$ cat config.mk
export PLATFORM = sky130hd
export DESIGN_NAME = cook_cycle_sequencer
export DESIGN_NICKNAME = d
export VERILOG_FILES = /design/src/rtl/cook_cycle_sequencer.sv
export SDC_FILE = /design/constraint.sdc
export NUM_CORES = 1
export LEC_CHECK = 0
export CELL_PAD_IN_SITES_DETAIL_PLACEMENT = 1
export CELL_PAD_IN_SITES_GLOBAL_PLACEMENT = 2
export CORE_ASPECT_RATIO = 2
export CORE_MARGIN = 5
export CORE_UTILIZATION = 33
export CTS_CLUSTER_SIZE = 25
export DETAILED_ROUTE_END_ITERATION = 6
export PLACE_DENSITY = 0.9
export SLEW_MARGIN = 10
export SYNTH_ARGS = -nofsm -noshare
export SYNTH_HDL_FRONTEND = slang
export SYNTH_SLANG_ARGS = --single-unit
$ cat constraint.sdc
create_clock -name clk -period 3 [get_ports clk]
set_clock_uncertainty 0.05 [all_clocks]
set_input_delay 0.6 -clock clk [delete_from_list [all_inputs] [get_ports clk]]
set_output_delay 0.6 -clock clk [all_outputs]
set_load 0.02 [all_outputs]
$ cat src/rtl/cook_cycle_sequencer.sv
// ============================================================================
// cook_cycle_sequencer : microwave cook-cycle FSM, MM:SS BCD countdown, door
// interlock, end beep. Optional feature macro: QUICK_START_EN. Rev 1.0
// ============================================================================
`default_nettype none

module cook_cycle_sequencer #(
    parameter int TICK_DIV    = 100,
    parameter int BEEP_CYCLES = 8
`ifdef QUICK_START_EN
    ,
    parameter int QUICK_SEC   = 30
`endif
) (
    input  logic        clk,
    input  logic        rstn,
    input  logic        startn,
    input  logic        stopn,
    input  logic        clearn,
    input  logic        door_closed,
    input  logic        key_valid,
    input  logic [3:0]  key_digit,
    output logic        mag_on,
    output logic        timer_done,
    output logic        beep,
    output logic [2:0]  state,
    output logic [15:0] time_bcd
);

    typedef enum logic [2:0] {
        S_IDLE  = 3'd0,
        S_ENTRY = 3'd1,
        S_COOK  = 3'd2,
        S_PAUSE = 3'd3,
        S_DONE  = 3'd4
    } state_t;

    localparam int PW = $clog2(TICK_DIV + 1);
    localparam int BW = $clog2(BEEP_CYCLES + 1);
    localparam logic [PW-1:0] c_TICK_LAST = PW'(TICK_DIV - 1);
    localparam logic [BW-1:0] c_BEEP_LAST = BW'(BEEP_CYCLES - 1);

    state_t         state_q, state_d;
    logic [15:0]    time_q, time_d;
    logic [PW-1:0]  presc_q, presc_d;
    logic [BW-1:0]  beep_cnt_q, beep_cnt_d;
    logic           done_q, done_d;
    logic           startn_q, stopn_q, clearn_q;

    logic           w_clear, w_stop, w_start, w_can_start;

    // Falling edge against the previous sample; lower-priority buttons are masked.
    assign w_clear     = clearn_q & ~clearn;
    assign w_stop      = stopn_q & ~stopn & ~w_clear;
    assign w_start     = startn_q & ~startn & ~w_clear & ~(stopn_q & ~stopn);
    assign w_can_start = (time_q != 16'h0000) && door_closed;

    function automatic logic [15:0] bcd_dec(input logic [15:0] t);
        logic [15:0] r;
        r = t;
        if (t[3:0] != 4'd0) begin
            r[3:0] = t[3:0] - 4'd1;
        end else if (t[7:4] != 4'd0) begin
            r[7:4] = t[7:4] - 4'd1;
            r[3:0] = 4'd9;
        end else begin
            r[7:0] = 8'h59;
            if (t[11:8] != 4'd0) begin
                r[11:8] = t[11:8] - 4'd1;
            end else begin
                r[11:8]  = 4'd9;
                r[15:12] = t[15:12] - 4'd1;
            end
        end
        return r;
    endfunction

`ifdef QUICK_START_EN
    localparam int QMIN = QUICK_SEC / 60;
    localparam int QSEC = QUICK_SEC % 60;
    localparam logic [15:0] c_QUICK_BCD = {4'(QMIN / 10), 4'(QMIN % 10),
                                           4'(QSEC / 10), 4'(QSEC % 10)};

    // Digit-wise BCD add of the quick-start time, saturating at 99:59.
    function automatic logic [15:0] bcd_add_quick(input logic [15:0] t);
        logic [4:0] s1, s10, m1, m10;
        logic       c;
        s1  = {1'b0, t[3:0]} + {1'b0, c_QUICK_BCD[3:0]};
        c   = (s1 >= 5'd10);
        if (c) s1 = s1 - 5'd10;
        s10 = {1'b0, t[7:4]} + {1'b0, c_QUICK_BCD[7:4]} + {4'd0, c};
        c   = (s10 >= 5'd6);
        if (c) s10 = s10 - 5'd6;
        m1  = {1'b0, t[11:8]} + {1'b0, c_QUICK_BCD[11:8]} + {4'd0, c};
        c   = (m1 >= 5'd10);
        if (c) m1 = m1 - 5'd10;
        m10 = {1'b0, t[15:12]} + {1'b0, c_QUICK_BCD[15:12]} + {4'd0, c};
        if (m10 >= 5'd10) return 16'h9959;
        return {m10[3:0], m1[3:0], s10[3:0], s1[3:0]};
    endfunction
`endif

    always_ff @(posedge clk or negedge rstn) begin
        if (!rstn) begin
            state_q    <= S_IDLE;
            time_q     <= 16'h0000;
            presc_q    <= '0;
            beep_cnt_q <= '0;
            done_q     <= 1'b0;
            startn_q   <= 1'b1;
            stopn_q    <= 1'b1;
            clearn_q   <= 1'b1;
        end else begin
            state_q    <= state_d;
            time_q     <= time_d;
            presc_q    <= presc_d;
            beep_cnt_q <= beep_cnt_d;
            done_q     <= done_d;
            startn_q   <= startn;
            stopn_q    <= stopn;
            clearn_q   <= clearn;
        end
    end

    always_comb begin
        state_d    = state_q;
        time_d     = time_q;
        presc_d    = presc_q;
        beep_cnt_d = '0;
        done_d     = 1'b0;
        case (state_q)
            S_IDLE, S_ENTRY: begin
                if (w_clear) begin
                    state_d = S_IDLE;
                    time_d  = 16'h0000;
                end else if (w_start && w_can_start) begin
                    state_d = S_COOK;
                    presc_d = '0;
`ifdef QUICK_START_EN
                end else if (w_start && state_q == S_IDLE &&
                             time_q == 16'h0000 && door_closed) begin
                    state_d = S_COOK;
                    time_d  = c_QUICK_BCD;
                    presc_d = '0;
`endif
                end else if (key_valid && key_digit <= 4'd9) begin
                    state_d = S_ENTRY;
                    time_d  = {time_q[11:0], key_digit};
                end
            end
            S_COOK: begin
                if (w_clear) begin
                    state_d = S_IDLE;
                    time_d  = 16'h0000;
                end else if (!door_closed || w_stop) begin
                    state_d = S_PAUSE;
                end else begin
`ifdef QUICK_START_EN
                    if (w_start) time_d = bcd_add_quick(time_q);
                    else
`endif
                    if (presc_q == c_TICK_LAST) begin
                        presc_d = '0;
                        time_d  = bcd_dec(time_q);
                        if (bcd_dec(time_q) == 16'h0000) begin
                            state_d = S_DONE;
                            done_d  = 1'b1;
                        end
                    end else begin
                        presc_d = presc_q + PW'(1);
                    end
                end
            end
            S_PAUSE: begin
                if (w_clear || w_stop) begin
                    state_d = S_IDLE;
                    time_d  = 16'h0000;
                end else if (w_start && w_can_start) begin
                    state_d = S_COOK;
                    presc_d = '0;
                end
            end
            S_DONE: begin
                if (w_clear || w_stop || w_start) begin
                    state_d = S_IDLE;
                    time_d  = 16'h0000;
                end else if (beep_cnt_q == c_BEEP_LAST) begin
                    state_d = S_IDLE;
                end else begin
                    beep_cnt_d = beep_cnt_q + BW'(1);
                end
            end
            default: begin
                state_d = S_IDLE;
                time_d  = 16'h0000;
            end
        endcase
    end

    assign mag_on     = (state_q == S_COOK) & door_closed;
    assign timer_done = done_q;
    assign beep       = (state_q == S_DONE);
    assign state      = state_q;
    assign time_bcd   = time_q;

endmodule

`default_nettype wire

==> results of run 1 <==
==> cell families after synthesis <==
family,synth area share (%)
buffers and inverters,3.39
and+or+nand+nor,24.8
xor gates and xnor gates,1.25
AOI/OAI and AO/OA,25.5
muxes,2.02
adders and majority gates,2.38
DFF,40.7
==> cell type report <==
cell class / count / area share, %
clock buffer: 7 / 5.01
clock inverter: 1 / 0.176
inverter: 6 / 0.791
multi-input combinational: 177 / 41.3
sequential: 34 / 30.0
tap: 86 / 3.78
timing repair buffer: 61 / 18.9
==> Yosys cell counts (4+ instances only) <==
cell type / count
a21oi_1: 5
a22o_1: 7
and2_1: 4
clkbuf_1: 9
dfrtp_1: 31
ha_1: 4
inv_1: 6
nand2_1: 14
nand2b_1: 4
nand3_1: 12
nor2_1: 17
nor2b_1: 4
nor3_1: 9
nor4_1: 6
o211ai_1: 9
o21ai_0: 17
o2bb2ai_1: 8
o31ai_1: 8
or4_1: 4
==> worst paths after layout <==
| kind | slack, ns | cells past startpoint | start | end |
|---|---|---|---|---|
| max | 0.14 | 7 | time_bcd[13] | time_bcd[9] |
| min | 0.42 | 1 | beep_cnt_q[0] | beep_cnt_q[0] |
| max reg2reg | 0.14 | 7 | time_bcd[13] | time_bcd[9] |
| min reg2reg | 0.42 | 1 | beep_cnt_q[0] | beep_cnt_q[0] |
| max in group asynchronous | 1.84 | 2 | rstn | stopn_q |
| min in group asynchronous | 0.69 | 2 | rstn | time_bcd[12] |
==> flip-flops by register name (all words and copies together), names as in the netlist <==
name        flops
beep_cnt_q      4
clearn_q        1
presc_q         7
startn_q        1
state           3
stopn_q         1
time_bcd       16
timer_done      1
==> worst max-delay path: cells and delay by family, from the launching register on <==
kind	cells	cell delay (ns)
flip-flops	1	0.41
AO/OA/AOI/OAI	1	0.26
multiplexers	1	0.37
AND/OR/NAND/NOR	3	1.31
adder cells (fa/ha/maj)	1	0.19
buffers and inverters	1	0.13
==> per-layer routing <==
layer	track usage, %	wire [um]	part of all wire [%]
met5	0	0	0
met4	13.0	400	5.3
met3	3.75	231	3.1
met2	37.6	4260	57
met1	20.4	2610	35
==> power groups by stage <==
stage / logic, mW / clock network, mW / registers [mW]
2_1_floorplan: 0.967 / 0 / 0.837
3_3_place_gp: 1.84 / 0 / 0.694
3_5_place_dp: 1.87 / 0 / 0.699
4_1_cts: 1.89 / 0.542 / 0.693
5_1_grt: 2.06 / 0.554 / 0.712
6_report: 1.89 / 0.531 / 0.693
==> through the flow <==
step           utilization (%)  cell area, um^2   TNS, ns  hold slack [ns]
6_report                  45.5             2850         0            0.420
4_1_cts                   45.5             2850         0            0.423
3_3_place_gp              43.1             2700         0            0.405
5_1_grt                   45.5             2850         0            0.446
2_1_floorplan                -             2100         0            0.254
3_5_place_dp              43.1             2700  -0.00699            0.412
==> metrics.yaml, run 1 <==
multi_input_area_mm2: 0.00118
wirelength_um: 7510
internal-power_mw: 1.71
postCtsResizedCells: 0
cts_buffer_depth: 2
drv_cap: 0
register_area_um2: 855
final-instance-count-excl-fill: 372
critPathLaunchType: "register"
synth_cell_types: 49
ys_seq_area_share_pct: 40.7
max_stage_delay_ns: 0.47
die-area_mm2: 0.00816
peakVddDrop_v: 0.000575
grt_overflow: 0
clock_latency_ns: 0.28
place_inst: 364
clk_pin_slew_ns: 0.06
required_ns: 3.11
mostFrequentLayoutCell: "clkdlybuf4s50_1"
synthTopCellsByArea: "dfrtp_1, o21ai_0, dfstp_2"
preCtsSetupSlack_ns: -0.00699
antenna_found_initial: 0
io_buffers: 32
netlist_instances: 228
p_clk_share_pct: 17.1
slowest_stage: "or4_4"
initial_core_util_pct: 33.6
grt_first_pass_wirelength_um: 12400
path_max_fanout: 8
hold_viol: 0
synth_top_area_share_pct: 36.9
ctsHoldBuffers: 0
powerDensity_mw_per_mm2: 1090
wl_per_cell_um: 20.2
area_growth_pct: 35.4
fin_nets: 300
cp-end-kind: "register"
pwr-share-comb_pct: 60.7
tightestPinTransition_ns: 0.728
synth_seq_cells: 34
path_class: "reg -> reg"
cts_root_buffer: "clkbuf_16"
post_cts_buffers: 0
mostFrequentLayoutCells: "clkdlybuf4s50_1, dfrtp_1, buf_4"
worst_slack_ns: 0.143
cts_made_buffers: 5
gp_congestion: 0.821
path_cells: "inv_1 > ha_1 > or3b_2 > or4_4 > a211oi_4 > and2_1 > mux2_1"
max_slew_margin_pct: 51.0
drt_iter0_markers: 63
num_vias: 2161
power_mw: 3.11
dieHeight_um: 123
hp-class: "reg -> reg"
p_sw_mw: 1.40
critPathArrivalTime_ns: 2.97
seqPwrFrac_pct: 22.3
grt_pass1_vias: 2458
fin_crit_ns: 2.86
switching_share_pct: 45.1
ios: 33
diodes: 0
row_count: 41
synthArstFlopShare_pct: 100
cts.sinks: 34
grt_start_max_net_pins: 35
synth_warnings: 0
post-route-period-util_pct: 95.2
synth-edff-count: 0
hpwl_um: 5680
fillCellCount: 751
slew_viol_final: 0
leakagePower_nw: 1.20
htreeDepth: 2
viasPerCell: 5.81
syn_nets: 243
syn_area_per_cell_um2: 9.22
dr.pass1.iters: 4
ant_nets: 0
status: "finished, final reports clean"
setup_viol: 0
final_layout_size_suffix_gt1_share_pct: 17.8
die_w_um: 66.4
ys.flop_type: "dfrtp_1"
tritoncts: "yes"
netlist_area_mm2: 0.00210
core_mm2: 0.00626
drc: 0
rsz0062_at_grt: "no"
max_clock_freq_mhz: 350
yosysTopAreaCell: "dfrtp_1"
grt_use_total_pct: 20.5
No activity file was read; power rests on OpenSTA's default activity.
==> run 2: changes to the inputs <==
==> config.mk (replaced) <==
export PLATFORM = sky130hd
export DESIGN_NAME = cook_cycle_sequencer
export DESIGN_NICKNAME = d
export VERILOG_FILES = /design/src/rtl/cook_cycle_sequencer.sv
export SDC_FILE = /design/constraint.sdc
export NUM_CORES = 1
export LEC_CHECK = 0
export CORE_ASPECT_RATIO = 2
export CORE_MARGIN = 5
export CORE_UTILIZATION = 40
export CTS_CLUSTER_DIAMETER = 150
export CTS_CLUSTER_SIZE = 25
export DETAILED_ROUTE_END_ITERATION = 6
export GPL_ROUTABILITY_DRIVEN = 0
export PLACE_DENSITY = 0.72
export SLEW_MARGIN = 10
export SYNTH_ARGS = -nofsm -noshare
export SYNTH_HDL_FRONTEND = slang
export SYNTH_SLANG_ARGS = --single-unit
==> run 2 against run 1 <==
Compared with the run above: first-iteration DRC count up 67%; register-to-register slack better by 0.05 ns; maximum frequency up 1.6%; non-clock buffer count down 5; total power down 6.3%; wire length down 15%; sequential power up 2%; clock power down 20%; core utilization up 7.7 points; worst setup slack better by 0.046 ns; die area down 16%.
==> metrics.yaml, run 2 (synthesized netlist as in run 1, its figures left out) <==
status: "finished, final reports clean"
max_clock_freq_mhz: 356  # +1.6%
critPathLaunchType: "register"
final_layout_size_suffix_gt1_share_pct: 16.7  # -1.1 points
rsz0062_at_grt: "no"
num_vias: 2108  # -2.5%
drt_iter0_markers: 105  # +67%
row_count: 37  # -9.8%
clk_pin_slew_ns: 0.08  # +0.02 ns
mostFrequentLayoutCell: "clkdlybuf4s50_1"
ios: 33  # unchanged
place_area_mm2: 0.00263  # -2.7%
holdWs_ns: 0.405  # -0.0148 ns
cts_root_buffer: "clkbuf_8"
wl_per_cell_um: 18.7  # -7.2%
max_slew_margin_pct: 46.3  # -4.7 points
setup.worst_path.end: "time_bcd[9]"
setup_viol: 0  # unchanged
ant_nets: 0  # unchanged
die-area_mm2: 0.00689  # -16%
drc: 0  # unchanged
place_inst: 331  # -9.1%
cts_made_buffers: 5  # unchanged
mostFrequentLayoutCells: "clkdlybuf4s50_1, dfrtp_1, buf_4"
diodes: 0  # unchanged
fin_nets: 295  # -1.7%
dr.pass1.iters: 4  # unchanged
grt_start_max_net_pins: 35  # unchanged
hp-class: "reg -> reg"
cp-end-kind: "register"
preCtsSetupSlack_ns: 0.0987  # +0.106 ns
peakVddDrop_v: 0.000650  # +13%
hpwl_um: 4850  # -15%
core_mm2: 0.00514  # -18%
ctsHoldBuffers: 0  # unchanged
required_ns: 3.14  # +0.03 ns
path_class: "reg -> reg"
tritoncts: "yes"
drv_cap: 0  # unchanged
io_buffers: 32  # unchanged
crit_start: "time_bcd[12]"
cts.sinks: 34  # unchanged
postCtsResizedCells: 0  # unchanged
worst_slack_ns: 0.189  # +0.0462 ns
final-instance-count-excl-fill: 339  # -8.9%
grt_use_total_pct: 20.2  # -0.35 points
path_max_fanout: 8  # unchanged
grt_pass1_vias: 2140  # -13%
post_cts_buffers: 0  # unchanged
reg2reg_from: "time_bcd[12]"
r2r-end: "time_bcd[9]"
switching_share_pct: 45.3  # +0.25 points
hold_viol: 0  # unchanged
largest_register_ffs: 16  # unchanged
die_w_um: 61.3  # -7.8%
finish.utilization_pct: 53.2  # +7.7 points
regToRegSetupSlack_ns: 0.19  # +0.05 ns
powerDensity_mw_per_mm2: 1070  # -2.5%
p_sw_mw: 1.32  # -5.8%
p_clk_share_pct: 14.5  # -2.6 points
antenna_found_initial: 0  # unchanged
internal-power_mw: 1.59  # -6.7%
seqPwrFrac_pct: 24.1  # +1.8 points
clock_latency_ns: 0.30  # +0.02 ns
htreeDepth: 2  # unchanged
reg2regPathDepth: 7  # unchanged
leakagePower_nw: 1.16  # -3.4%
pwr-share-comb_pct: 61.3  # +0.6 points
dieHeight_um: 113  # -8.4%
area_growth_pct: 30.1
post-route-period-util_pct: 93.7  # -1.5 points
final_area_mm2: 0.00274  # -3.9%
grt_overflow: 0  # unchanged
fin_crit_ns: 2.81  # -0.0462 ns
critPathArrivalTime_ns: 2.95  # -0.02 ns
slew_viol_final: 0  # unchanged
setup_tns_ns: 0  # unchanged
tightestPinTransition_ns: 0.798  # +0.0705 ns
cts_buffer_depth: 2  # unchanged
grt_first_pass_wirelength_um: 10400  # -16%
viasPerCell: 6.22  # +7.0%
power_mw: 2.92  # -6.3%
initial_core_util_pct: 40.9  # +7.3 points
wirelength_um: 6350  # -15%
-- run 2: power groups by stage --
stage	clock [mW]	sequential, mW	combinational [mW]
after floorplan	0	0.837	0.967
after global placement	0	0.708	1.75
after detailed placement	0	0.712	1.77
after CTS	0.431	0.703	1.78
after global routing	0.449	0.721	1.92
final	0.424	0.704	1.79
-- run 2: worst min-delay path by stage --
| stage | startpoint | endpoint | cells past startpoint |
|---|---|---|---|
| after global routing | beep_cnt_q[0] | beep_cnt_q[0] | 1 |
| after detailed placement | beep_cnt_q[0] | beep_cnt_q[0] | 1 |
| after CTS | beep_cnt_q[0] | beep_cnt_q[0] | 1 |
| after floorplan | rstn | beep_cnt_q[0] | 0 |
| final | beep_cnt_q[0] | beep_cnt_q[0] | 1 |
| after global placement | beep_cnt_q[0] | beep_cnt_q[0] | 1 |
-- run 2: cell type report --
class | instances | area [um^2]
timing repair buffer | 56 | 500
multi-input combinational | 177 | 1180
clock inverter | 3 | 40.0
sequential | 34 | 855
tap | 58 | 72.6
fill | 468 | 2400
inverter | 6 | 22.5
clock buffer | 5 | 68.8
-- run 2: worst max-delay path, cell delays in order, from the launching register on --
cell      delay (ns)
dfrtp_1         0.42
inv_1           0.14
ha_1            0.19
or3b_2          0.44
or4_4           0.47
a211oi_4        0.25
and2_1          0.38
mux2_1          0.36
-- run 2: routing by layer --
metal	GRT usage, %	part of all wire [%]
met1	20.5	35
met2	36.4	57
met3	4.26	4.5
met4	9.99	3.7
met5	0	0
==> run 3: changes to the inputs <==
--- a/config.mk
+++ b/config.mk
@@ -5,6 +5,7 @@
 export SDC_FILE = /design/constraint.sdc
 export NUM_CORES = 1
 export LEC_CHECK = 0
+export CAP_MARGIN = 20
 export CORE_ASPECT_RATIO = 2
 export CORE_MARGIN = 5
 export CORE_UTILIZATION = 40
==> results of run 3 <==
The final DEF is identical to that of run 2; final timing and power are the same.
